==> src/rtl/phase_pkg.sv <==
// Shared phase-format constants and types for the receive chain.
// Phases are signed Q8.10 radians; the diff type carries one guard bit.
package phase_pkg;

  localparam int WIDTH    = 19;
  localparam int FRAC     = 10;
  localparam int PI_Q     = 3217;
  localparam int TWO_PI_Q = 6434;

  typedef logic signed [WIDTH-1:0] phase_t;
  typedef logic signed [WIDTH:0]   phase_diff_t;

  // Wrap limits pre-sized to the guarded width so comparisons stay width-matched.
  localparam phase_diff_t PI_X     = phase_diff_t'(PI_Q);
  localparam phase_diff_t NEG_PI_X = phase_diff_t'(-PI_Q);
  localparam phase_diff_t TWO_PI_X = phase_diff_t'(TWO_PI_Q);

endpackage

==> src/rtl/phase_diff_if.sv <==
// Sample/phase bus between the phase extractors and the phase-difference unit.
// The master drives the two phases and the sample strobe; the slave returns out.
interface phase_diff_if;
  import phase_pkg::*;

  logic   sample;
  phase_t A;
  phase_t B;
  phase_t out;

  modport master (output sample, output A, output B, input  out);
  modport slave  (input  sample, input  A, input  B, output out);

endinterface

==> src/rtl/phase_wrap.sv <==
// Single-step wrap of a guarded phase difference into [-pi, pi).
// Inputs outside the legal range get one correction and are then truncated.
module phase_wrap
  import phase_pkg::*;
(
  input  phase_diff_t d,
  output phase_t      w
);

  phase_diff_t wide;

  // NOTE: assign a default before any branch so always_comb never infers a latch.
  always_comb begin
    wide = d;
    if (d >= PI_X) begin
      wide = d - TWO_PI_X;
    end else if (d < NEG_PI_X) begin
      wide = d + TWO_PI_X;
    end
  end

  assign w = wide[WIDTH-1:0];

endmodule

==> src/rtl/phase_diff.sv <==
// Registered phase difference A - B, wrapped into [-pi, pi), one-clock latency.
// The output register loads only on sample and clears asynchronously on reset.
module phase_diff
  import phase_pkg::*;
(
  input  logic         clock,
  input  logic         reset,
  phase_diff_if.slave  bus
);

  phase_diff_t diff;
  phase_t      wrapped;

  // Sign-extend both operands so the subtraction can never overflow.
  assign diff = phase_diff_t'({bus.A[WIDTH-1], bus.A}) - phase_diff_t'({bus.B[WIDTH-1], bus.B});

  phase_wrap u_wrap (
    .d (diff),
    .w (wrapped)
  );

  // NOTE: sequential state uses non-blocking assignments so every register samples pre-edge values.
  always_ff @(posedge clock or posedge reset) begin
    if (reset) begin
      bus.out <= '0;
    end else if (bus.sample) begin
      bus.out <= wrapped;
    end
  end

endmodule

==> src/flat_wrapper.sv <==
// flat-port wrapper written by rule: the top's interface ports become plain ports
module phase_diff_flat import phase_pkg::*;
  (clock, reset, bus_sample, bus_A, bus_B, bus_out);
  phase_diff_if bus_i ();
  input  logic clock;
  input  logic reset;
  input wire logic [$bits(bus_i.sample)-1:0] bus_sample;
  input wire logic [$bits(bus_i.A)-1:0] bus_A;
  input wire logic [$bits(bus_i.B)-1:0] bus_B;
  output wire logic [$bits(bus_i.out)-1:0] bus_out;
  assign bus_i.sample = bus_sample;
  assign bus_i.A = bus_A;
  assign bus_i.B = bus_B;
  assign bus_out = bus_i.out;
  phase_diff u_core (.clock(clock), .reset(reset), .bus(bus_i));
endmodule
==> config.mk <==
export PLATFORM = sky130hd
export DESIGN_NAME = phase_diff_flat
export DESIGN_NICKNAME = d
export VERILOG_FILES = /design/src/rtl/phase_pkg.sv /design/src/rtl/phase_diff_if.sv /design/src/rtl/phase_wrap.sv /design/src/rtl/phase_diff.sv /design/src/flat_wrapper.sv
export SDC_FILE = /design/constraint.sdc
export NUM_CORES = 1
export LEC_CHECK = 0
export CAP_MARGIN = 10
export CORE_MARGIN = 8
export CORE_UTILIZATION = 51
export DETAILED_ROUTE_END_ITERATION = 10
export HOLD_SLACK_MARGIN = 0.12
export PLACE_DENSITY = 0.78
export SLEW_MARGIN = 20
export SYNTH_ARGS = -nofsm -noshare
export SYNTH_HDL_FRONTEND = slang
export SYNTH_SLANG_ARGS = --single-unit
==> constraint.sdc <==
create_clock -name clock -period 1 [get_ports clock]
set_input_delay 0.15 -clock clock [delete_from_list [all_inputs] [get_ports clock]]
set_output_delay 0.15 -clock clock [all_outputs]
set_load 0.01 [all_outputs]
==> results of run 1 <==
cell families after synthesis:
kind of cell / synth area share
AO/OA/AOI/OAI: 0.333
adder cells (fa/ha/maj): 0.0988
buffers and inverters: 0.0712
AND/OR/NAND/NOR: 0.213
multiplexers: 0.0385
XOR/XNOR: 0.0787
flip-flops: 0.166
cell usage after synthesis (3+ instances only):
cell	n
a211oi_1	5
a21o_1	9
a21oi_1	25
a21oi_2	3
a221o_1	3
a31oi_1	4
and2_1	7
and3_1	5
buf_2	10
clkbuf_1	5
dfrtp_1	19
ha_1	21
inv_1	30
mux2_2	8
nand2_1	27
nand3_1	8
nor2_1	29
nor3_1	16
nor4_1	4
o211a_1	3
o211ai_1	5
o21a_1	4
o21ai_0	11
o21ai_1	8
o22ai_1	9
o31ai_1	4
or3_1	7
xnor2_1	11
xor2_1	11
stage by stage:
stage	cells	worst slack, ps
2_1_floorplan	367	-2090
3_3_place_gp	610	-2660
3_5_place_dp	610	-2770
==> results.py, run 1 <==
metrics = {
    "clock_tree": {
        "postCtsSetupBuffers": 40,
        "clock_sinks": 19,
        "cts_resized": 338,
        "clockRootBuffer": "clkbuf_8",
        "numCtsBuffers": 3,
        "ctsHoldBuffers": 0,
        "cts_buffer_depth": 2,
        "cts_max_level": 1,
    },
    "synthesis": {
        "seq_area_frac_synth": 0.166,
        "yosysTopAreaCellShare": 0.166,
        "ys_warn_count": 0,
        "synth_edf_count": 0,
        "yosys.area.top_type": "dfrtp_1",
        "netlist_top_cells_area": "dfrtp_1 17%, ha_1 9.2%, a21oi_1 4.4%, inv_1 3.9%, nor2_1 3.8%",
        "synth_flop_cell": "dfrtp_1",
        "synth.distinct_cells": 71,
        "syn-instance-count": 367,
        "synthArstFlopShare": 1.00,
        "synth_fp_nets": 430,
        "syn_area_mm2": 0.00286,
        "synth-seq-cells": 19,
        "avgSynthCellArea_um2": 7.80,
    },
    "run_status": {
        "stop_error": "[ERROR DPL-0038] Utilization greater than 100%, impossible to legalize",
        "status": "aborted with a tool error",
        "stop_stage": "4_1_cts",
    },
    "floorplanning": {
        "rows": 27,
        "num_io_pins": 60,
        "initial_utilization": 0.523,
        "die_w_um": 90.9,
        "fp.dieH_um": 90.9,
    },
    "placed_design": {
        "dp_hpwl_um": 7960,
        "placed_area_mm2": 0.00454,
        "portBuffers": 59,
        "place.gp.congestion": 0.910,
    },
}
==> run 2: changes to the inputs <==
--- a/config.mk
+++ b/config.mk
@@ -7,10 +7,9 @@
 export LEC_CHECK = 0
 export CAP_MARGIN = 10
 export CORE_MARGIN = 8
-export CORE_UTILIZATION = 51
+export CORE_UTILIZATION = 36
 export DETAILED_ROUTE_END_ITERATION = 10
-export HOLD_SLACK_MARGIN = 0.12
-export PLACE_DENSITY = 0.78
+export PLACE_DENSITY_LB_ADDON = 0.15
 export SLEW_MARGIN = 20
 export SYNTH_ARGS = -nofsm -noshare
 export SYNTH_HDL_FRONTEND = slang
==> results.py, run 2 <==
metrics = {
    "run_status": {
        "violations": "negative setup slack",
        "status": "finished with violations",
    },
    "synthesis": {
        "synth_fp_nets": 430,
        "synth_most_common_cell": "inv_1",
        "avgSynthCellArea_um2": 7.80,
        "synth.distinct_cells": 71,
        "synth_edf_count": 0,
        "seq_area_frac_synth": 0.166,
        "ys_warn_count": 0,
        "synth-simple-area-share": 0.213,
        "synth.area.mux_share": 0.0385,
        "synth-seq-cells": 19,
        "yosys.area.top_type": "dfrtp_1",
        "syn_area_mm2": 0.00286,
        "synth_flop_cell": "dfrtp_1",
        "yosys.area_share.adder": 0.0988,
        "netlist_top_cells_area": "dfrtp_1 17%, ha_1 9.2%, a21oi_1 4.4%, inv_1 3.9%, nor2_1 3.8%",
        "synth.top_cells.by_count": "30 x inv_1, 29 x nor2_1, 27 x nand2_1",
        "synth_top_family_by_area": "compound AO/OA/AOI/OAI gates",
        "yosysTopAreaCellShare": 0.166,
        "synth-compound-area-share": 0.333,
        "syn-instance-count": 367,
        "synthArstFlopShare": 1.00,
        "synthXorXnorAreaFrac": 0.0787,
    },
    "clock_tree": {
        "clock_sinks": 19,
        "cts.clk_slew.worst_paths_ps": 70,
        "cts_tree": "done",
        "cts_buffer_depth": 2,
        "clk_latency_ps": 250,
        "clockRootBuffer": "clkbuf_8",
        "numCtsBuffers": 3,
        "cts_max_level": 1,
    },
    "drt": {
        "drc": 0,
        "routedWlPerCell_um": 16.3,
        "dr_total_vias": 3731,
        "wirelength_um": 11300,
        "drtIter0Drc": 178,
        "via_per_inst": 5.38,
        "dr.max_layer_used": "met4",
        "met1Wirelength_um": 4570,
        "routed-wl-met2_um": 5890,
        "ant_nets": 0,
        "met3_length_um": 444,
        "dr.pass1.iters": 4,
    },
    "finish": {
        "syn2layout_area_growth_pct": 103,
        "postLayoutCoreUtil": 0.751,
        "mostFrequentLayoutCell": "buf_4",
        "stdcell_area_mm2": 0.00581,
        "final_nets": 656,
        "largest_reg_flops": 19,
        "regMostFlops": "u_core.bus.out",
        "top_regs": "u_core.bus.out: 19 flops",
        "drive_above_1_share": 0.603,
        "diodes": 0,
        "layout_common_cells": "159 x buf_4, 23 x dlygate4sd2_1, 22 x nor2_1, 22 x buf_2",
        "final_cell_count_no_fill": 694,
        "nFillCells": 526,
    },
    "critical_path": {
        "worstPathRequired_ps": 1140,
        "r2r_start": "u_core.bus.out[9]",
        "ff2ff_setup_slack_ps": 30,
        "reg2reg_to": "u_core.bus.out[9]",
        "crit_type": "in -> reg",
        "crit_path_start_kind": "input pin",
        "critPathMaxFanout": 8,
        "r2r_cells": 3,
        "cp-end-kind": "register",
        "crit_path_end": "u_core.bus.out[9]",
        "worstSetupStartpoint": "bus_A[3]",
        "arrival_ps": 3270,
    },
    "timing": {
        "slew_headroom": 0.730,
        "hold_violations": 0,
        "whs_ps": 211,
        "worstMarginPinSlew_ps": 403,
        "maxSlewViolCount": 0,
        "period_needed_ps": 3130,
        "rsz0062_at_grt": "yes",
        "fin_tns_setup_ps": -37720,
        "skew_ps": 0,
        "setup_viol": 18,
        "fmax_mhz": 319,
        "fin_crit_sh": 3.13,
        "setup_ws_ps": -2130,
    },
    "placed_design": {
        "place.gp.congestion": 0.841,
        "dp_hpwl_um": 7570,
        "dp_worst_setup_slack_ps": -2870,
        "placed_area_mm2": 0.00463,
        "dp_cells": 647,
        "portBuffers": 59,
    },
    "floorplanning": {
        "rows": 32,
        "die_w_um": 105,
        "die-area_mm2": 0.0111,
        "initial_utilization": 0.370,
        "fp.dieH_um": 105,
        "num_io_pins": 60,
        "coreArea_mm2": 0.00773,
    },
    "grt": {
        "antenna_found_initial": 0,
        "grt_max_degree": 23,
        "grt_pass1_wl_um": 18500,
        "grt_pass1_vias": 4044,
        "gr-total-overflow": 0,
        "grt_util_all_layers": 0.193,
    },
    "power": {
        "ir_worst_vdd_v": 0.000576,
        "power.total_mw": 7.42,
        "power_leakage_nw": 2.58,
        "power_density_mw_per_mm2": 1280,
    },
    "flow_run": {
        "cap_violations": 0,
    },
    "hold_path": {
        "min_path_type": "in -> async",
    },
}
## run 2: worst min path at each step
stage / from / end / slack, ps / depth (start not counted)
after floorplan: reset / u_core.bus.out[0] / 100 / 1
after global placement: u_core.bus.out[15] / u_core.bus.out[15] / 470 / 2
after detailed placement: u_core.bus.out[15] / u_core.bus.out[15] / 470 / 2
after CTS: reset / u_core.bus.out[14] / 210 / 3
after global routing: reset / u_core.bus.out[14] / 260 / 3
final: reset / u_core.bus.out[14] / 210 / 3
## run 2: cells by family (layout without fill, tap and decap cells)
| logic type | count (synthesis) | count (layout) |
|---|---|---|
| DFF | 19 | 19 |
| muxes | 10 | 10 |
| xor gates and xnor gates | 24 | 24 |
| and+or+nand+nor | 121 | 121 |
| buffers and inverters | 47 | 272 |
| adders and majority gates | 22 | 22 |
| AOI/OAI and AO/OA | 124 | 124 |
## run 2: power breakdown
group | total (mW) | leakage (nW) | switching [mW] | internal (mW)
clock | 0.522 | 0.0228 | 0.239 | 0.283
sequential | 1.18 | 0.222 | 0.129 | 1.05
combinational | 5.72 | 2.34 | 2.66 | 3.06
## run 2: layout make-up
| cell class | count | area [µm²] | share of cell area |
|---|---|---|---|
| Inverter | 30 | 125 | 0.0216 |
| Multi-Input combinational cell | 301 | 3080 | 0.531 |
| Timing Repair Buffer | 238 | 1950 | 0.336 |
| Sequential cell | 19 | 475 | 0.0819 |
| Tap cell | 102 | 128 | 0.0220 |
| Clock buffer | 4 | 45.0 | 0.00776 |
## run 2: what timing repair did
item                                    4_1_cts  5_1_grt
hold buffers                                  0        0
buffers inserted                             32       11
gates cloned                                  2        0
gates resized for setup                     270       33
pin swaps                                    79       44
endpoints found under the setup margin       38       18
## run 2: per-layer routing
layer	vias up	GRT usage
li1	1811	-
met1	1775	0.219
met2	108	0.358
met3	37	0.0240
met4	0	0.0744
met5	-	0
## run 2: worst max-delay path: stages
cell and delay, ps:
dlygate4sd2_1 260, ha_4 180, buf_4 130, a21oi_1 140, nand2_1 110, o21a_1 240
buf_6 130, o311a_4 400, nor2_4 120, nand4_1 150, buf_4 180, o41ai_4 340
clkbuf_16 230, o22ai_2 90, xor2_1 150, mux2_2 270
(Power assumes the default switching activity.)
==> run 3: changes to the inputs <==
--- a/config.mk
+++ b/config.mk
@@ -10,7 +10,6 @@
 export CORE_UTILIZATION = 36
 export DETAILED_ROUTE_END_ITERATION = 10
 export PLACE_DENSITY_LB_ADDON = 0.15
-export SLEW_MARGIN = 20
 export SYNTH_ARGS = -nofsm -noshare
 export SYNTH_HDL_FRONTEND = slang
 export SYNTH_SLANG_ARGS = --single-unit
==> results of run 3 <==
Final layout, timing and power as in run 2 (identical DEF).
==> run 4: changes to the inputs <==
--- a/config.mk
+++ b/config.mk
@@ -8,8 +8,10 @@
 export CAP_MARGIN = 10
 export CORE_MARGIN = 8
 export CORE_UTILIZATION = 36
+export CTS_BUF_LIST = sky130_fd_sc_hd__clkbuf_16
 export DETAILED_ROUTE_END_ITERATION = 10
 export PLACE_DENSITY_LB_ADDON = 0.15
+export SLEW_MARGIN = 20
 export SYNTH_ARGS = -nofsm -noshare
 export SYNTH_HDL_FRONTEND = slang
 export SYNTH_SLANG_ARGS = --single-unit
==> constraint.sdc (replaced) <==
create_clock -name clock -period 1 [get_ports clock]
set_input_delay 0.15 -clock clock [delete_from_list [all_inputs] [get_ports clock]]
set_output_delay 0.15 -clock clock [all_outputs]
set_load 0.005 [all_outputs]
==> results.py, run 4 (synthesized netlist as in run 2, its figures left out) <==
metrics = {
    "grt": {
        "grt_pass1_vias": 3608,
        "grt_max_degree": 23,
        "grt_pass1_wl_um": 16400,
        "gr-total-overflow": 0,
        "grt_util_all_layers": 0.171,
        "antenna_found_initial": 0,
    },
    "hold_path": {
        "min_path_type": "in -> async",
    },
    "critical_path": {
        "crit_path_start_kind": "input pin",
        "ff2ff_setup_slack_ps": 40,
        "cp-end-kind": "register",
        "reg2reg_to": "u_core.bus.out[6]",
        "worstPathRequired_ps": 1130,
        "r2r_start": "u_core.bus.out[6]",
        "crit_type": "in -> reg",
        "critPathMaxFanout": 8,
        "r2r_cells": 2,
        "arrival_ps": 3170,
    },
    "floorplanning": {
        "fp.dieH_um": 105,
        "coreArea_mm2": 0.00773,
        "rows": 32,
        "num_io_pins": 60,
        "die-area_mm2": 0.0111,
        "die_w_um": 105,
        "initial_utilization": 0.370,
    },
    "timing": {
        "fmax_mhz": 329,
        "period_needed_ps": 3040,
        "maxSlewViolCount": 0,
        "skew_ps": 0,
        "setup_ws_ps": -2040,
        "fin_tns_setup_ps": -35440,
        "slew_headroom": 0.741,
        "worstMarginPinSlew_ps": 385,
        "rsz0062_at_grt": "yes",
        "setup_viol": 18,
        "fin_crit_sh": 3.04,
        "hold_violations": 0,
    },
    "finish": {
        "syn2layout_area_growth_pct": 95.6,
        "diodes": 0,
        "drive_above_1_share": 0.552,
        "nFillCells": 565,
        "final_cell_count_no_fill": 674,
        "top_regs": "u_core.bus.out: 19 flops",
        "final_nets": 636,
        "regMostFlops": "u_core.bus.out",
        "layout_common_cells": "142 x buf_4, 22 x nand2_1, 22 x nor2_1",
        "largest_reg_flops": 19,
        "mostFrequentLayoutCell": "buf_4",
        "stdcell_area_mm2": 0.00560,
    },
    "clock_tree": {
        "clockRootBuffer": "clkbuf_16",
        "cts_buffer_depth": 2,
        "clk_latency_ps": 250,
        "numCtsBuffers": 3,
        "cts_max_level": 1,
        "cts_tree": "done",
        "cts.clk_slew.worst_paths_ps": 50,
        "ctsHoldBuffers": 0,
        "clock_sinks": 19,
    },
    "power": {
        "power_leakage_nw": 2.50,
        "intPower_mw": 4.46,
        "ir_worst_vdd_v": 0.000699,
        "seq_power_share": 0.164,
        "power_density_mw_per_mm2": 1290,
        "combinationalPowerShare": 0.727,
        "clockPowerShare": 0.109,
        "switching_share": 0.383,
        "netSwitchingPower_mw": 2.77,
    },
    "run_status": {
        "violations": "negative setup slack",
        "status": "finished with violations",
    },
    "drt": {
        "routed-wl-met2_um": 5220,
        "drc": 0,
        "met3_length_um": 343,
        "routedWlPerCell_um": 15.2,
        "met1Wirelength_um": 4520,
        "via_per_inst": 5.26,
        "drtIter0Drc": 96,
        "dr.pass1.iters": 4,
        "wirelength_um": 10200,
        "dr_total_vias": 3543,
        "dr.max_layer_used": "met4",
        "ant_nets": 0,
    },
    "placed_design": {
        "place.gp.congestion": 0.858,
        "placed_area_mm2": 0.00457,
        "dp_hpwl_um": 7440,
        "dp_worst_setup_slack_ps": -2890,
        "dp_cells": 639,
        "portBuffers": 59,
    },
    "flow_run": {
        "cap_violations": 0,
    },
}
==> run 4: cell count changes in the layout (fill, tap and decap cells not counted), sizes merged <==
cell,delta
buf,-36
clkbuf,+9
clkdlybuf4s15,+13
clkdlybuf4s50,-2
dlygate4sd2,-9
dlymetal6s2s,+4
inv,+1
==> run 4: critical path, cell delays in order <==
cell	delay, ps
buf_8	90
inv_12	30
ha_4	160
fa_2	410
nand2b_4	180
a21bo_4	240
a21oi_4	230
nor4_4	60
a311oi_4	270
nand2_2	130
o41ai_4	350
buf_4	190
buf_12	140
o22ai_1	110
xor2_1	160
mux2_2	260
==> run 4: how the worst max path moves through the flow <==
| stage | endpoint | from | slack, ps | depth (start not counted) |
|---|---|---|---|---|
| 6_report | u_core.bus.out[13] | bus_A[0] | -2040 | 16 |
| 5_1_grt | u_core.bus.out[12] | bus_B[5] | -2130 | 16 |
| 4_1_cts | u_core.bus.out[12] | bus_B[17] | -2040 | 13 |
| 3_5_place_dp | u_core.bus.out[1] | bus_A[0] | -2890 | 15 |
| 3_3_place_gp | u_core.bus.out[1] | bus_A[0] | -2860 | 15 |
| 2_1_floorplan | u_core.bus.out[10] | bus_A[0] | -2090 | 15 |
==> run 4: power by group through the flow <==
stage | sequential (mW) | combinational, mW | clock (mW)
2_1_floorplan | 1.22 | 2.12 | 0
3_3_place_gp | 1.20 | 4.24 | 0
3_5_place_dp | 1.21 | 4.31 | 0
4_1_cts | 1.19 | 4.71 | 0.803
5_1_grt | 1.23 | 5.68 | 0.829
6_report | 1.19 | 5.26 | 0.789
==> run 4: what timing repair did <==
item | 4_1_cts | 5_1_grt
resized for setup | 179 | 87
pin swaps | 25 | 35
buffers inserted | 23 | 8
gates cloned | 0 | 1
endpoints found under the setup margin | 38 | 29
==> run 4: layout make-up <==
cell class	count	area, µm²	area share
Clock buffer	3	75.1	0.0134
Inverter	30	125	0.0223
Sequential cell	19	475	0.0849
Timing Repair Buffer	218	1800	0.322
Tap cell	102	128	0.0228
Clock inverter	1	3.75	0.000670
Multi-Input combinational cell	301	2990	0.534
==> run 4: per-layer routing <==
layer / GRT usage / up-vias
met5: 0 / -
met3: 0.0270 / 16
met1: 0.208 / 1679
met4: 0.0377 / 0
li1: - / 1775
met2: 0.305 / 73
==> run 4: stage by stage <==
step	total power, mW	hold slack, ps	util
CTS	6.70	235	0.673
finish	7.23	229	0.725
global placement	5.44	467	0.592
floorplan	3.34	101	-
detailed placement	5.52	473	0.592
global route	7.74	269	0.725
